File: src/rtl/ram8_ctrl.sv
// ram8_ctrl: request/ready front end for an 8-word RAM behind a 3-to-8 decoder, with a clear sweep after reset
module ram8_ctrl #(
  parameter int DW = 8,
  parameter logic [DW-1:0] CLR_VAL = '0
) (
  input  logic          clk,
  input  logic          rst_n,
  input  logic          req,
  input  logic          we,
  input  logic [2:0]    addr,
  input  logic [DW-1:0] wdata,
  input  logic          clr,
  output logic          ready,
  output logic          rvalid,
  output logic [DW-1:0] rdata,
  output logic          init_done,
  output logic [2:0]    dec_a,
  output logic          dec_en,
  output logic          mem_we,
  output logic [DW-1:0] mem_wdata,
  input  logic [DW-1:0] mem_rdata
);
  typedef enum logic [1:0] {RST, CLEAR, IDLE, ACCESS} state_t;
  state_t state_q, state_d;
  logic [2:0] cnt_q, cnt_d, addr_q, addr_d;
  logic we_q, we_d, rvalid_q, rvalid_d;
  logic [DW-1:0] wdata_q, wdata_d, rdata_q, rdata_d;
  // register all state; reset drops every strobe immediately
  always_ff @(posedge clk or negedge rst_n) begin
    if (!rst_n) begin
      state_q  <= RST;
      cnt_q    <= '0;
      addr_q   <= '0;
      we_q     <= 1'b0;
      wdata_q  <= '0;
      rdata_q  <= '0;
      rvalid_q <= 1'b0;
    end else begin
      state_q  <= state_d;
      cnt_q    <= cnt_d;
      addr_q   <= addr_d;
      we_q     <= we_d;
      wdata_q  <= wdata_d;
      rdata_q  <= rdata_d;
      rvalid_q <= rvalid_d;
    end
  end
  // next state: sweep runs all 8 words, clr beats req in IDLE, ACCESS lasts one cycle
  always_comb begin
    state_d  = state_q;
    cnt_d    = cnt_q;
    addr_d   = addr_q;
    we_d     = we_q;
    wdata_d  = wdata_q;
    rdata_d  = rdata_q;
    rvalid_d = 1'b0;
    case (state_q)
      RST: begin
        state_d = CLEAR;
        cnt_d   = '0;
      end
      CLEAR: begin
        cnt_d   = cnt_q + 3'd1;
        state_d = (cnt_q == 3'd7) ? IDLE : CLEAR;
      end
      IDLE: begin
        if (clr) begin
          state_d = CLEAR;
          cnt_d   = '0;
        end else if (req) begin
          state_d = ACCESS;
          addr_d  = addr;
          we_d    = we;
          wdata_d = wdata;
        end
      end
      ACCESS: begin
        state_d  = IDLE;
        rdata_d  = we_q ? rdata_q : mem_rdata;
        rvalid_d = !we_q;
      end
      default: state_d = RST;
    endcase
  end
  assign ready     = (state_q == IDLE);
  assign init_done = (state_q == IDLE) || (state_q == ACCESS);
  assign dec_en    = (state_q == CLEAR) || (state_q == ACCESS);
  assign mem_we    = (state_q == CLEAR) || ((state_q == ACCESS) && we_q);
  assign dec_a     = (state_q == CLEAR) ? cnt_q : addr_q;
  assign mem_wdata = (state_q == CLEAR) ? CLR_VAL : wdata_q;
  assign rvalid    = rvalid_q;
  assign rdata     = rdata_q;
endmodule

File: config.mk
export PLATFORM = sky130hd
export DESIGN_NAME = ram8_ctrl
export DESIGN_NICKNAME = d
export VERILOG_FILES = /design/src/rtl/ram8_ctrl.sv
export SDC_FILE = /design/constraint.sdc
export NUM_CORES = 1
export LEC_CHECK = 0
export BUFFER_PORTS_ARGS = -buffer_cell sky130_fd_sc_hd__buf_2
export CAP_MARGIN = 5
export CORE_UTILIZATION = 50
export CTS_BUF_LIST = sky130_fd_sc_hd__clkbuf_16
export CTS_CLUSTER_DIAMETER = 150
export DETAILED_ROUTE_END_ITERATION = 10
export PLACE_DENSITY = 0.88
export REMOVE_ABC_BUFFERS = 1
export SYNTH_ARGS = -nofsm -noshare
export SYNTH_HDL_FRONTEND = slang
export SYNTH_SLANG_ARGS = --single-unit
export TNS_END_PERCENT = 20
File: constraint.sdc
create_clock -name clk -period 2.95 [get_ports clk]
set_input_delay 0.4425 -clock clk [delete_from_list [all_inputs] [get_ports clk]]
set_output_delay 0.4425 -clock clk [all_outputs]
set_load 0.01 [all_outputs]
# [Yosys cells after proc, flatten, opt, wreduce, memory -nomap -nowiden]
# Index checks and enable logic that the tools add are counted.
[op_classes] n_addsub=1 eq_ne=6 n_mux=9 bitwise_logic=2 n_reduce_logical=10
[op_table] cell="one-hot mux 3 bit (3 select lines)" n=1
[op_table] cell="2-to-1 mux 8 bit" n=1
[op_table] cell="one-hot mux 2 bit (4 select lines)" n=1
[op_table] cell="2-to-1 mux 2 bit" n=3
[op_table] cell="2-to-1 mux 3 bit" n=2
[op_table] cell="equality test 2 bit, second input constant" n=2
[op_table] cell="AND reduction 2 bit" n=2
[op_table] cell="adder 3 x 1 -> 3 bit, second input constant" n=1
[op_table] cell="equality test 3 bit, second input constant" n=1
[op_table] cell="logical OR 1 bit" n=3
[op_table] cell="inequality test 3 bit, second input constant" n=1
[op_table] cell="AND reduction 3 bit" n=1
[op_table] cell="nonzero test 3 bit" n=1
[op_table] cell="equality test 2 x 1 -> 1 bit, second input constant" n=1
[op_table] cell="logical NOT 2 bit" n=1
[op_table] cell="inequality test 2 bit, second input constant" n=1
[op_table] cell="NOT 1 bit" n=2
[op_table] cell="logical AND 1 bit" n=1
[op_table] cell="logical NOT 1 bit" n=1
[op_table] cell="2-to-1 mux 1 bit" n=1
[totals] register_bits=26 input_bits=24 output_inout_bits=24 wordCells=35

# [Logic depth before layout (Yosys ltp)]
# Gate-level depths: netlist (run 1).
[logic_depth] depth_word=3 mapped_depth=4 depth_no_buf=4

# [Worst setup path after synthesis (run 1)]
# Ideal clock, no wire load.
[synth_path] path_kind="flip-flop to output port" startpoint="reg state_q[0]" endpoint="out dec_a[0]" t_arrival_ns=1.063 required_time_ns=2.508 setup_slack_ns=1.444 stages_incl_launch_ff=4 n_path_buf=1 cell_sequence="dfrtp_1 -> buf_2 -> nor2b_4 -> mux2_2"
[synth_between] elab_chain_len=2
[synth_rtl] element="from (decl)" line_no="24" rtl="state_t state_q, state_d;"
[synth_rtl] element="from (signal assigned)" line_no="39" rtl="state_q <= state_d;"
[synth_rtl] element="equality test 2 x 1 -> 1 bit" line_no="89" rtl="assign dec_a = (state_q == CLEAR) ? cnt_q : addr_q;"
[synth_rtl] element="2-to-1 mux 3 bit" line_no="89"
[synth_rtl] element="to (decl)" line_no="17" rtl="output logic [2:0] dec_a,"
# Every way passes these cells.

# [Final worst setup path (run 1)]
# Ends and elaborated chain as after synthesis.

==> impl_metrics.ini, run 1 <==
[setup_path]
crit_type = flop to primary output
reg2reg_slack_ps = 1350
cp_max_fo = 11
end_kind = primary output
path_cells = nor2b_4 -> mux2_2 -> buf_2
reg2reg_depth = 2
crit_slowest_cell = dfrtp_1
worst-endpoint-arrival_ps = 1560
cpPeakStageDelay_ps = 540
cp.required_ps = 2510
cp-start-kind = flop
reg2reg_to = wdata_q[1]$_DFFE_PN0P_
r2r-start = state_q[1]$_DFFE_PN0P_

[placed_design]
pre_cts_slack_ps = 1230
placed_area_um2 = 1430
io_buffers = 47
hpwl_um = 1660
placed_cells = 150
routabilityCongestion = 0.792

[detailed_routing]
post_drt_wl_per_cell_um = 14.9
ant_nets = 0
totalWireLength_um = 2290
post-route-drc-count = 0
via_per_inst = 5.14
drt_first_pass_iters = 2
num_vias = 791
drt_iter0_markers = 5

[sta]
grt_setup_unrepaired = false
slew_violations = 0
fin_crit_sh_pct = 68.0
hold_violations = 0
worst_clock_skew_ps = 4.94
fin_crit_ps = 2000
tightestPinTransition_ps = 564
fmax_ghz = 0.499
max_slew_margin_pct = 62.4
worst_slack_ps = 945
setup_viol = 0
tns_ps = 0

[final_layout]
design_area_um2 = 1540
fin_nets = 153
drive_above_1_share_pct = 61.9
finalNonFillerCells = 154
antenna_cells = 0
nFillCells = 168
syn_to_final_growth_pct = 27.9

[global_route]
gr-total-overflow = 0
grtUsageTotal_pct = 20.3
antenna_found_initial = 0
grt_pass1_wl_um = 3710
grt_pass1_vias = 776
grt_max_degree = 27

[die]
row_count = 17
initial_core_util_pct = 53.8
ioPinCount = 48
fp.coreArea_um2 = 2230
fp.dieW_um = 51.0
fp.dieH_um = 51.0
die_area_um2 = 2610

[clock_tree]
path_clk_slew_ps = 60
cts_root_buf = clkbuf_16
cts_resized = 0
clk-insertion-delay-late_ps = 260
htree_levels = 1
cts_made_buffers = 3
cts_tree = done
cts_max_path_buffers = 2
cts_hold_buf = 0
postCtsSetupBuffers = 0
cts.sinks = 26

[synth]
post_synth.cell_area_avg_um2 = 15.0
ys_top_cells_by_area = dfrtp_1 54%, mux2_4 12%, mux2_2 12%
synth_top_area_cell = dfrtp_1
syn_inst = 80
synth_area_um2 = 1200
yosysUniqueCellTypes = 22
async_reset_ff_share_pct = 100
ys_ff_latch = 26
yosysWarningCount = 0
ys_seq_area_share_pct = 54.1
synth_top_area_share_pct = 54.1
synth_edf_count = 0
synth_top_flop_cell = dfrtp_1

[power_and_ir_drop]
p_leak_nw = 0.799
ir_drop_mv = 0.701
power_density_nw_per_um2 = 1120

[outcome]
status = completed

[min_path]
hp-class = primary input to async pin

[job]
drv_cap = 0
how the worst max path moves through the flow:
| stage | endpoint | start | cells after the start | slack, ps |
|---|---|---|---|---|
| floorplan | dec_a[0] | state_q[0]$_DFFE_PN0P_ | 2 | 1370 |
| global route | dec_a[2] | state_q[0]$_DFFE_PN0P_ | 3 | 860 |
| finish | dec_a[0] | state_q[0]$_DFFE_PN0P_ | 3 | 950 |
| global placement | dec_a[0] | state_q[0]$_DFFE_PN0P_ | 3 | 1290 |
| CTS | dec_a[0] | state_q[0]$_DFFE_PN0P_ | 3 | 940 |
| detailed placement | dec_a[0] | state_q[0]$_DFFE_PN0P_ | 3 | 1230 |
stage by stage:
step | util (%) | hold slack (ps) | power [mW]
3_5_place_dp | 64.1 | 466 | 1.34
3_3_place_gp | 64.1 | 455 | 1.30
5_1_grt | 68.9 | 222 | 1.82
2_1_floorplan | - | 147 | 1.08
4_1_cts | 68.9 | 191 | 1.73
6_report | 68.9 | 172 | 1.72
registers in the layout, summed over array words and instances (netlist names):
register,count
rdata,8
we_q,1
state_q,2
addr_q,3
cnt_q,3
rvalid,1
wdata_q,8
area by class of cell:
type / count / area, µm² / share of cell area [%]
clock buffer: 3 / 75.1 / 4.88
clock inverter: 1 / 30.0 / 1.95
inverter: 2 / 7.51 / 0.488
multi-input combinational: 47 / 504 / 32.8
sequential: 26 / 651 / 42.3
tap: 28 / 35.0 / 2.28
timing repair buffer: 47 / 235 / 15.3
cells in the final DEF (no fill, tap or decap), types with 2 or more instances in the layout:
| cell type | count |
|---|---|
| mux2_2 | 13 |
| inv_1 | 2 |
| dfrtp_1 | 26 |
| ha_1 | 2 |
| mux2_4 | 10 |
| a32o_1 | 2 |
| clkbuf_16 | 3 |
| nand2b_1 | 2 |
| and2_1 | 8 |
| buf_2 | 47 |
power breakdown:
group | switching (mW) | internal (mW) | total (mW)
Combinational | 0.292 | 0.397 | 0.688
Sequential | 0.125 | 0.518 | 0.643
Clock | 0.118 | 0.270 | 0.388
Total | 0.535 | 1.18 | 1.72
critical path: cells and delay by family, from the launching register on:
kind,cells,cell delay (ps)
and+or+nand+nor,1,280
muxes,1,350
buffers and inverters,1,140
DFF,1,540
synthesized netlist by cell type (2+ instances only):
cell       n
mux2_4    10
and2_1     8
mux2_2    13
ha_1       2
nand2b_1   2
dfrtp_1   26
a32o_1     2
inv_1      2
clkbuf_1   2
layer usage:
| layer | vias to the layer above | global-route usage (%) | share of wire, % |
|---|---|---|---|
| li1 | 369 | - | - |
| met1 | 390 | 27.2 | 43 |
| met2 | 27 | 31.8 | 49 |
| met3 | 5 | 3.57 | 5.4 |
| met4 | 0 | 9.72 | 1.7 |
| met5 | - | 0 | 0 |
kinds of logic (layout without fill, tap and decap cells):
group,after synthesis,count (layout),synth area share (%)
compound gates,7,7,4.89
buf+inv,7,53,3.95
flops,26,26,54.1
simple gates,15,15,10.3
fa+ha+maj,2,2,2.08
mux,23,23,24.7
No activity file was read; power rests on OpenSTA's default activity.
==> run 2: changes to the inputs <==
- CORE_UTILIZATION: 50 -> 42
- PLACE_DENSITY: 0.88 -> 0.8
- clock period: 2.95 -> 1.7 ns (I/O delays scaled with it)
==> impl_metrics.ini, run 2 (same netlist as run 1, synthesis figures left out) <==
[outcome]
status = complete, but fails checks
violations = negative hold slack

[global_route]
antenna_found_initial = 0
grt_pass1_wl_um = 4050
grt_pass1_vias = 826
grtUsageTotal_pct = 16.9
grt_max_degree = 27
grt_util_met1_pct = 23.9
use_met3_pct = 3.04
gr-total-overflow = 0
grt-busiest-layer = met2
grtUsageMet2_pct = 26.5

[die]
fp.dieW_um = 55.5
ioPinCount = 48
row_count = 19
initial_core_util_pct = 44.0
die_area_um2 = 3080
fp.dieH_um = 55.5
fp.coreArea_um2 = 2730

[sta]
fin_crit_sh_pct = 96.1
setup_viol = 0
worst_slack_ps = 66.9
tightestPinTransition_ps = 571
tns_ps = 0
fin_crit_ps = 1630
hold_ws_ps = -8.55
max_slew_margin_pct = 62.0
worst_clock_skew_ps = 3.05
hold_violations = 26
grt_setup_unrepaired = false
fmax_ghz = 0.612
slew_violations = 0

[detailed_routing]
drt_iter0_markers = 23
via_per_inst = 5.06
ant_nets = 0
post_drt_wl_per_cell_um = 14.6
num_vias = 804
post-route-drc-count = 0
totalWireLength_um = 2320
drt_first_pass_iters = 4

[final_layout]
antenna_cells = 0
final_common_cell = buf_2
drive_above_1_share_pct = 63.3
syn_to_final_growth_pct = 27.6
most-common-layout-cells = 47 x buf_2, 25 x dfrtp_1, 13 x mux2_2
fin_nets = 155
design_area_um2 = 1530

[clock_tree]
postCtsSetupBuffers = 0
cts_made_buffers = 3
path_clk_slew_ps = 60
cts_hold_buf = 0
clk-insertion-delay-late_ps = 250
cts_root_buf = clkbuf_16
cts.sinks = 26
cts_max_path_buffers = 2
cts_tree = done
htree_levels = 1

[placed_design]
pre_cts_slack_ps = 294
hpwl_um = 1720
io_buffers = 47
routabilityCongestion = 0.842
placed_area_um2 = 1450

[power_and_ir_drop]
p_leak_nw = 0.795
power_density_nw_per_um2 = 1860
ir_drop_mv = 0.937

[setup_path]
worst-endpoint-arrival_ps = 1380
crit_type = flop to primary output
cpPeakStageDelay_ps = 450
cp-start-kind = flop
cp.required_ps = 1440
reg2reg_slack_ps = 290
crit_slowest_cell = dfrtp_2
critPathBufInv = 1
end_kind = primary output
critical_path.top_delay_family = flip-flops
path_cells = nor2b_4 -> mux2_2 -> buf_2
cp_max_fo = 6

[min_path]
hp-class = primary input to async pin

[job]
drv_cap = 0
[run 2: cell types whose count changed in the layout (fill, tap and decap cells not counted), sizes merged]
cell    previous run  this run
buf               47        49
bufinv             1         0
clkinv             0         1
[run 2: repair_timing]
action                                 CTS  global route
endpoints found under the hold margin    0             0
setup endpoints to repair                0             9
gates resized for setup                  0             2
[run 2: layout make-up]
cell class	instances	area [µm²]
Inverter	2	7.51
Clock buffer	3	75.1
Tap cell	31	38.8
Clock inverter	1	3.75
Timing Repair Buffer	49	250
Multi-Input combinational cell	47	507
Fill cell	237	1200
Sequential cell	26	652
[run 2: power by group]
part | leakage (nW) | switching (mW) | internal (mW)
Sequential | 0.319 | 0.175 | 0.902
Clock | 0.0385 | 0.196 | 0.314
Combinational | 0.437 | 0.548 | 0.720
[run 2: per-layer routing]
metal / up-vias / wire length, µm
met2: 22 / 1190
met4: 0 / 21
li1: 376 / -
met1: 404 / 1030
met5: - / 0
met3: 2 / 79
[run 2: worst paths after layout]
| kind | cells past startpoint | startpoint | end |
|---|---|---|---|
| min in group clk | 2 | mem_rdata[0] | rdata[0]$_DFFE_PN0P_ |
| worst max-delay path | 3 | state_q[1]$_DFFE_PN0P_ | dec_a[1] |
| worst min-delay path | 1 | rst_n | rvalid$_DFF_PN0_ |
| max in group asynchronous | 1 | rst_n | state_q[1]$_DFFE_PN0P_ |
| worst max register to register | 2 | state_q[0]$_DFFE_PN0P_ | wdata_q[1]$_DFFE_PN0P_ |
| worst min register to register | 1 | rdata[4]$_DFFE_PN0P_ | rdata[4]$_DFFE_PN0P_ |
[run 2: stage by stage]
| step | utilization [%] | instances | power (mW) |
|---|---|---|---|
| CTS | 56.0 | 159 | 2.88 |
| detailed placement | 53.1 | 155 | 2.36 |
| global placement | 53.1 | 155 | 2.29 |
| floorplan | - | 75 | 1.88 |
| global route | 56.1 | 159 | 3.07 |
| finish | 56.1 | 159 | 2.86 |
